File: config.mk
export PLATFORM = sky130hd
export DESIGN_NAME = sqrt_bus_initiator
export DESIGN_NICKNAME = d
export VERILOG_FILES = /design/src/rtl/sqrt_bus_initiator.sv
export SDC_FILE = /design/constraint.sdc
export NUM_CORES = 1
export LEC_CHECK = 0
export CORE_ASPECT_RATIO = 0.75
export CORE_MARGIN = 1.5
export CORE_UTILIZATION = 40
export CTS_CLUSTER_SIZE = 12
export DETAILED_ROUTE_END_ITERATION = 6
export GPL_TIMING_DRIVEN = 0
export PLACE_DENSITY = 0.85
export SLEW_MARGIN = 20
export SYNTH_ARGS = -nofsm -noshare
export SYNTH_HDL_FRONTEND = slang
export SYNTH_SLANG_ARGS = --single-unit
File: constraint.sdc
create_clock -name clk -period 1.7 [get_ports clk]
set_input_delay 0.17 -clock clk [delete_from_list [all_inputs] [get_ports clk]]
set_output_delay 0.17 -clock clk [all_outputs]
set_load 0.005 [all_outputs]
File: src/rtl/sqrt_bus_initiator.sv
// sqrt_bus_initiator
// ------------------
// Bus-side initiator for the shift-subtract square-root core on the femtoRV
// peripheral bus. The CPU writes a radicand, pulses START, and polls STATUS
// until DONE. The block issues a one-cycle sq_init to the core, waits for
// the core's one-cycle sq_done, and then captures the root into RESULT.
//
// Register map (byte offsets):
//   0x00 RADICAND  R/W  bits[WIDTH-1:0]
//   0x04 CTRL      W    bit0 START
//   0x08 STATUS    R    bit0 BUSY, bit1 DONE (W1C), bit2 TIMEOUT (W1C)
//   0x0C RESULT    R    bits[WIDTH/2-1:0], zero-extended
//   other offsets read 0, and writes to them are ignored.
//
// Optional feature: define SQRT_TIMEOUT_EN to abort a run after
// TIMEOUT_CYCLES cycles in WAIT. The abort sets TIMEOUT and forces RESULT to
// all ones. Without the macro, WAIT waits indefinitely and STATUS bit2 is 0.
//
// Ports:
//   clk, rst      clock, synchronous active-high reset
//   cs, rd, wr    chip select, read strobe, write strobe
//   addr, d_in    byte offset and write data
//   d_out         registered read data (one-cycle latency)
//   sq_radicand   radicand presented to the core
//   sq_init       one-cycle start pulse to the core
//   sq_done       one-cycle completion pulse from the core
//   sq_result     root from the core, valid while sq_done is high
//
// State | meaning
// ------+--------------------------------------------------
// IDLE  | not busy; accepts START
// LAUNCH| sq_init high for this single cycle
// WAIT  | busy; waits for sq_done (or the timeout)
module sqrt_bus_initiator #(
    parameter int WIDTH          = 16,
    parameter int TIMEOUT_CYCLES = 256
) (
    input  logic                 clk,
    input  logic                 rst,
    input  logic                 cs,
    input  logic                 rd,
    input  logic                 wr,
    input  logic [4:0]           addr,
    input  logic [31:0]          d_in,
    output logic [31:0]          d_out,
    output logic [WIDTH-1:0]     sq_radicand,
    output logic                 sq_init,
    input  logic                 sq_done,
    input  logic [WIDTH/2-1:0]   sq_result
);

    localparam int RW = WIDTH / 2;

    localparam logic [1:0] S_IDLE   = 2'd0;
    localparam logic [1:0] S_LAUNCH = 2'd1;
    localparam logic [1:0] S_WAIT   = 2'd2;

    localparam logic [4:0] A_RADICAND = 5'h00;
    localparam logic [4:0] A_CTRL     = 5'h04;
    localparam logic [4:0] A_STATUS   = 5'h08;
    localparam logic [4:0] A_RESULT   = 5'h0C;

    logic [1:0]       state;
    logic [WIDTH-1:0] radicand_q;
    logic [RW-1:0]    result_q;
    logic             done_q;
    logic             timeout_q;
    logic             busy;
    logic             wr_en;
    logic             rd_en;
    logic             start_wr;
    logic             status_wr;
    logic             done_hit;
    logic             timeout_hit;
    logic [31:0]      rd_data;

    assign busy      = (state != S_IDLE);
    assign wr_en     = cs & wr;
    assign rd_en     = cs & rd;
    assign start_wr  = wr_en && (addr == A_CTRL) && d_in[0] && (state == S_IDLE);
    assign status_wr = wr_en && (addr == A_STATUS);
    // sq_done outside WAIT belongs to no run of ours and is dropped.
    assign done_hit  = (state == S_WAIT) && sq_done;

    assign sq_init     = (state == S_LAUNCH);
    assign sq_radicand = radicand_q;

`ifdef SQRT_TIMEOUT_EN
    localparam int CW = $clog2(TIMEOUT_CYCLES + 1);

    logic [CW-1:0] wait_cnt;

    // Cleared in LAUNCH so it starts from zero on entry to WAIT. The abort
    // fires in the WAIT cycle whose increment brings the count to
    // TIMEOUT_CYCLES. A coincident sq_done takes priority over it.
    always_ff @(posedge clk) begin
        if (rst) begin
            wait_cnt <= '0;
        end else if (state == S_LAUNCH) begin
            wait_cnt <= '0;
        end else if (state == S_WAIT) begin
            wait_cnt <= wait_cnt + 1'b1;
        end
    end

    assign timeout_hit = (state == S_WAIT) && !sq_done &&
                         (wait_cnt == CW'(TIMEOUT_CYCLES - 1));

    always_ff @(posedge clk) begin
        if (rst) begin
            timeout_q <= 1'b0;
        end else if (timeout_hit) begin
            timeout_q <= 1'b1;
        end else if (start_wr || (status_wr && d_in[2])) begin
            timeout_q <= 1'b0;
        end
    end
`else
    assign timeout_hit = 1'b0;
    assign timeout_q   = 1'b0;
`endif

    always_ff @(posedge clk) begin
        if (rst) begin
            state <= S_IDLE;
        end else begin
            case (state)
                S_IDLE:   if (start_wr) state <= S_LAUNCH;
                S_LAUNCH: state <= S_WAIT;
                S_WAIT:   if (done_hit || timeout_hit) state <= S_IDLE;
                default:  state <= S_IDLE;
            endcase
        end
    end

    // The radicand is frozen while busy so the core sees a stable operand.
    always_ff @(posedge clk) begin
        if (rst) begin
            radicand_q <= '0;
        end else if (wr_en && (addr == A_RADICAND) && !busy) begin
            radicand_q <= d_in[WIDTH-1:0];
        end
    end

    always_ff @(posedge clk) begin
        if (rst) begin
            result_q <= '0;
        end else if (done_hit) begin
            result_q <= sq_result;
        end else if (timeout_hit) begin
            result_q <= '1;
        end
    end

    // A set outranks a same-cycle W1C clear.
    always_ff @(posedge clk) begin
        if (rst) begin
            done_q <= 1'b0;
        end else if (done_hit) begin
            done_q <= 1'b1;
        end else if (start_wr || (status_wr && d_in[1])) begin
            done_q <= 1'b0;
        end
    end

    always_comb begin
        rd_data = '0;
        case (addr)
            A_RADICAND: rd_data = 32'(radicand_q);
            A_STATUS:   rd_data = {29'd0, timeout_q, done_q, busy};
            A_RESULT:   rd_data = 32'(result_q);
            default:    rd_data = '0;
        endcase
    end

    always_ff @(posedge clk) begin
        if (rst) begin
            d_out <= '0;
        end else if (rd_en) begin
            d_out <= rd_data;
        end
    end

endmodule

Yosys cells after proc, flatten, opt, wreduce, memory -nomap -nowiden
Cells that the tools add are included.
Word-level totals
  register bits after elaboration: 59
  latch bits: 0
  bits in writable memories: 0
  memory bits (read-only): 0
  logic and storage cells: 35
  memories kept: 0
Cells by class
  $add $sub $neg: 0
  multiply operators: 0
  divide/modulo/power cells: 0
  magnitude comparators: 0
  eq/ne operators: 7
  shift operators: 0
  mux-type cells: 6
  bitwise operators: 2
  reduce and logical (&&, ||, !) cells: 15
Operators by type and width (count)
  16-bit one-hot mux with 3 select lines: 1
  5-bit by 4-bit == test with 1-bit output (second input constant): 2
  1-bit logical AND: 8
  2-bit one-hot mux with 3 select lines: 1
  5-bit by 3-bit == test with 1-bit output (second input constant): 1
  5-bit zero test: 1
  2-bit 2-to-1 mux: 2
  2-bit inequality test (second input constant): 2
  2-bit nonzero test: 2
  1-bit bitwise AND: 2
  2-bit by 1-bit == test with 1-bit output (second input constant): 1
  2-bit == test (second input constant): 1
  2-bit zero test: 1
  1-bit 2-to-1 mux: 2
  2-bit AND reduction: 1
  1-bit zero test: 1
  1-bit logical OR: 1

Logic depth before layout (Yosys ltp)
  depth in word-level cells: 7
  gate-level depth with buffers: 5
  depth with buffers taken out: 3

Worst setup path before layout
Ideal clock, no wire load.
  kind: input to register
  start point: input addr[4]
  end point: register radicand_q[10] (netlist: sq_radicand[10])
  library setup time: 72 ps
  arrival: 1435 ps
  required time: 1628 ps
  slack: 193 ps
  cell stages on the path: 4
  buffers on the path: 1
  cell sequence: or3_4 nor4_4 buf_6 mux2i_1
Between the ends
  longest elaborated chain between the ends: 3
RTL lines
  start, declared: line 43  | input logic [4:0] addr,
  5-bit zero test: line 140  | end else if (wr_en && (addr == A_RADICAND) && !busy) begin
  1-bit logical AND (2 in a row): line 140
  end signal, assigned: line 141  | radicand_q <= d_in[WIDTH-1:0];
  end, declared: line 64  | logic [WIDTH-1:0] radicand_q;
Every way passes these cells.
A chain may end at the register's enable or synchronous reset.

Worst setup path after layout
  start point: input addr[4]
  end point: register radicand_q[1] (netlist: sq_radicand[1])
The elaborated chain is that of the path after synthesis.

==> impl_metrics.csv <==
group,metric,value,unit
clock_network,cts-root-buf,"clkbuf_8",
timing,tightest_slew,657.0,ps
pwr,p_sw_share,24.43,%
drt,vias,1857,
timing,whs,241.5,ps
drt,first_pass_iters,4,
critical_path,worstPathCellList,"clkdlybuf4s50_1, or3_4, nor4_4, buf_4, mux2i_1",
drt,wire_per_inst,13.69,µm
drt,vias_per_cell,4.798,
pwr,intPower,0.001425,W
timing,finalClockSkew,12.92,ps
synth,synth_warnings,0,
critical_path,max_stage_delay,440,ps
global_routing,grt_start_max_net_pins,14,
clock_network,cts_tree,"yes",
timing,setup_tns,0,ps
synth,ys.flop_type,"dfxtp_1",
synth,synthMostInstantiatedCell,"dfxtp_1",
floorplan,io_pins,100,
critical_path,crit_family,"simple AND/OR/NAND/NOR gates",
floorplan,rows,22,
critical_path,path_depth,5,
hold_path,hp-class,"input port to flip-flop",
critical_path,reg2reg_depth,4,
final_layout,drive_gt1_share,15.56,%
timing,hold_violations,0,
critical_path,crit_buf_inv,2,
pwr,p_clk_share,34.3,%
global_routing,overflow,0,
placed_design,gp_congestion,0.7892,
clock_network,cts_made_buffers,5,
critical_path,arrival,1850,ps
floorplan,die-area,5717,µm²
final_layout,area_growth,43.41,%
clock_network,clk_path_buf_depth,2,
synth,synthArstFlopShare,0,%
synth,synth_enable_flop_cells,0,
synth,synth_common_cells,"dfxtp_1, mux2i_1, or2b_2",
global_routing,grt_pass1_wl,8.183,mm
pwr,vdd_drop_max,0.0004294,V
final_layout,fill_cells,456,
floorplan,die_w,86.81,µm
clock_network,insertion_delay,300,ps
floorplan,coreArea,4982,µm²
pwr,power_frac_seq,53.5,%
pwr,p_leak,1.142,nW
pwr,combPwrFrac,12.2,%
synth,ys_ff_latch,43,
synth,ys_seq_area_share,40.86,%
synth,syn_inst,224,
drt,finalWirelength,5.297,mm
critical_path,end_kind,"flip-flop",
clock_network,cts.sinks,43,
final_layout,nets,365,
synth,synth_area_per_cell,9.406,µm²
timing,setup_viol,0,
timing,period_needed,1639,ps
critical_path,required,1910,ps
pwr,switching_power,0.0004609,W
hold_path,min_from,"addr[3]",
critical_path,path_max_fanout,4,
run_status,status,"finished clean",
drt,drc,0,
pwr,power,0.001886,W
hold_path,hold_depth,3,
placed_design,port-buffer-count,66,
drt,ant_nets,0,
synth,netlist_area,2107,µm²
timing,drv_slew,0,
synth,yosysTopAreaCell,"dfxtp_1",
job,maxCapViolCount,0,
global_routing,track_usage,18.75,%
critical_path,criticalPathCategory,"input port to flip-flop",
global_routing,grt_pass1_vias,1706,
placed_design,dp.final_hpwl,3.977,mm
critical_path,startpoint_type,"input port",
pwr,p_per_area,624.2,nW/µm²
global_routing,antenna_found_initial,0,
critical_path,reg2reg_from,"state[0]",
floorplan,initial_core_util,42.29,%
synth,synth.area.top_cells,"dfxtp_1, mux2i_1, or2b_2, buf_4, nand2b_1",
floorplan,fp.dieH,65.86,µm
timing,fmax,610.2,MHz
clock_network,path_clk_slew,90,ps
final_layout,n_antenna_cell,0,
synth,synth_cell_types,36,
clock_network,h-tree-depth,2,
timing,finalCritPeriodShare,96.41,%
timing,relSlewSlack,56.20,%
critical_path,cp-startpoint,"addr[4]",
drt,drt-initial-drc-count,64,
synth,synth_top_area_share,40.86,%
critical_path,slowest_stage,"clkdlybuf4s50_1",
==> power by group through the flow <==
stage          Clock [W]  Combinational (W)  Sequential [W]
5_1_grt         0.000702           0.000249         0.00101
3_5_place_dp           0           0.000225         0.00103
3_3_place_gp           0           0.000224         0.00103
2_1_floorplan          0           0.000115         0.00103
6_report        0.000646           0.000230         0.00101
4_1_cts         0.000654           0.000226         0.00101
==> per-layer routing <==
| layer | routed length (µm) | global-route usage (%) | vias to the layer above | share of wire [%] |
|---|---|---|---|---|
| met5 | 0 | 0 | - | 0 |
| met4 | 50 | 6.452 | 0 | 0.94 |
| met3 | 412 | 4.994 | 7 | 7.8 |
| met2 | 2291 | 28.97 | 75 | 43 |
| met1 | 2543 | 25.25 | 853 | 48 |
| li1 | - | - | 922 | - |
==> state kept, by name, summed over array words and instances, names as in the netlist <==
register / flops
d_out: 16
sq_radicand: 16
done_q: 1
state: 2
result_q: 8
==> kinds of logic after synthesis <==
logic type / share of synthesized area (%)
and+or+nand+nor: 29.10
DFF: 40.86
buffers and inverters: 9.917
AOI/OAI and AO/OA: 8.076
muxes: 11.88
other: 0.1780
==> worst paths after layout <==
path,slack (ps),to
worst min-delay path,240,sq_radicand[2]
worst min register to register,460,d_out[13]
worst max register to register,220,sq_radicand[1]
worst max-delay path,60,sq_radicand[1]
==> stage by stage <==
step / setup slack [ps] / instances / cell area (µm²) / util [%]
4_1_cts: 33.15 / 387 / 3014 / 60.50
5_1_grt: -2.364 / 387 / 3022 / 60.65
3_3_place_gp: -416.8 / 377 / 2914 / 58.49
6_report: 61.10 / 387 / 3022 / 60.65
2_1_floorplan: 192.9 / 239 / 2163 / -
3_5_place_dp: -467.0 / 377 / 2914 / 58.49
==> cell usage in the layout (no fill, tap or decap), drive strengths merged, types with 7 or more instances in the layout <==
cell / count
a21oi: 14
buf: 22
clkbuf: 18
clkdlybuf4s50: 66
conb: 16
dfxtp: 43
mux2i: 25
nand2: 15
nand2b: 14
nand4: 8
nor2: 11
nor3b: 7
or2b: 19
==> tightest hold or removal path, cell delays in order <==
cell and delay (ps):
clkbuf_8 140, nor4_4 70, mux2i_1 120
==> timing repair <==
action,4_1_cts,5_1_grt
endpoints found under the setup margin,10,13
setup buffers,2,0
resized for setup,0,2
hold buffers,0,0
pin swaps,1,1
==> cell type report <==
type	instances	area (µm²)	share of cell area, %
Sequential cell	43	860.8	28.49
Inverter	1	3.754	0.1242
Multi-Input combinational cell	163	1101	36.44
Clock buffer	6	72.57	2.402
Tap cell	72	90.09	2.981
Buffer	32	205.2	6.791
Clock inverter	2	12.51	0.4141
Timing Repair Buffer	68	675.6	22.36
Power figures use the tool's default switching activity.
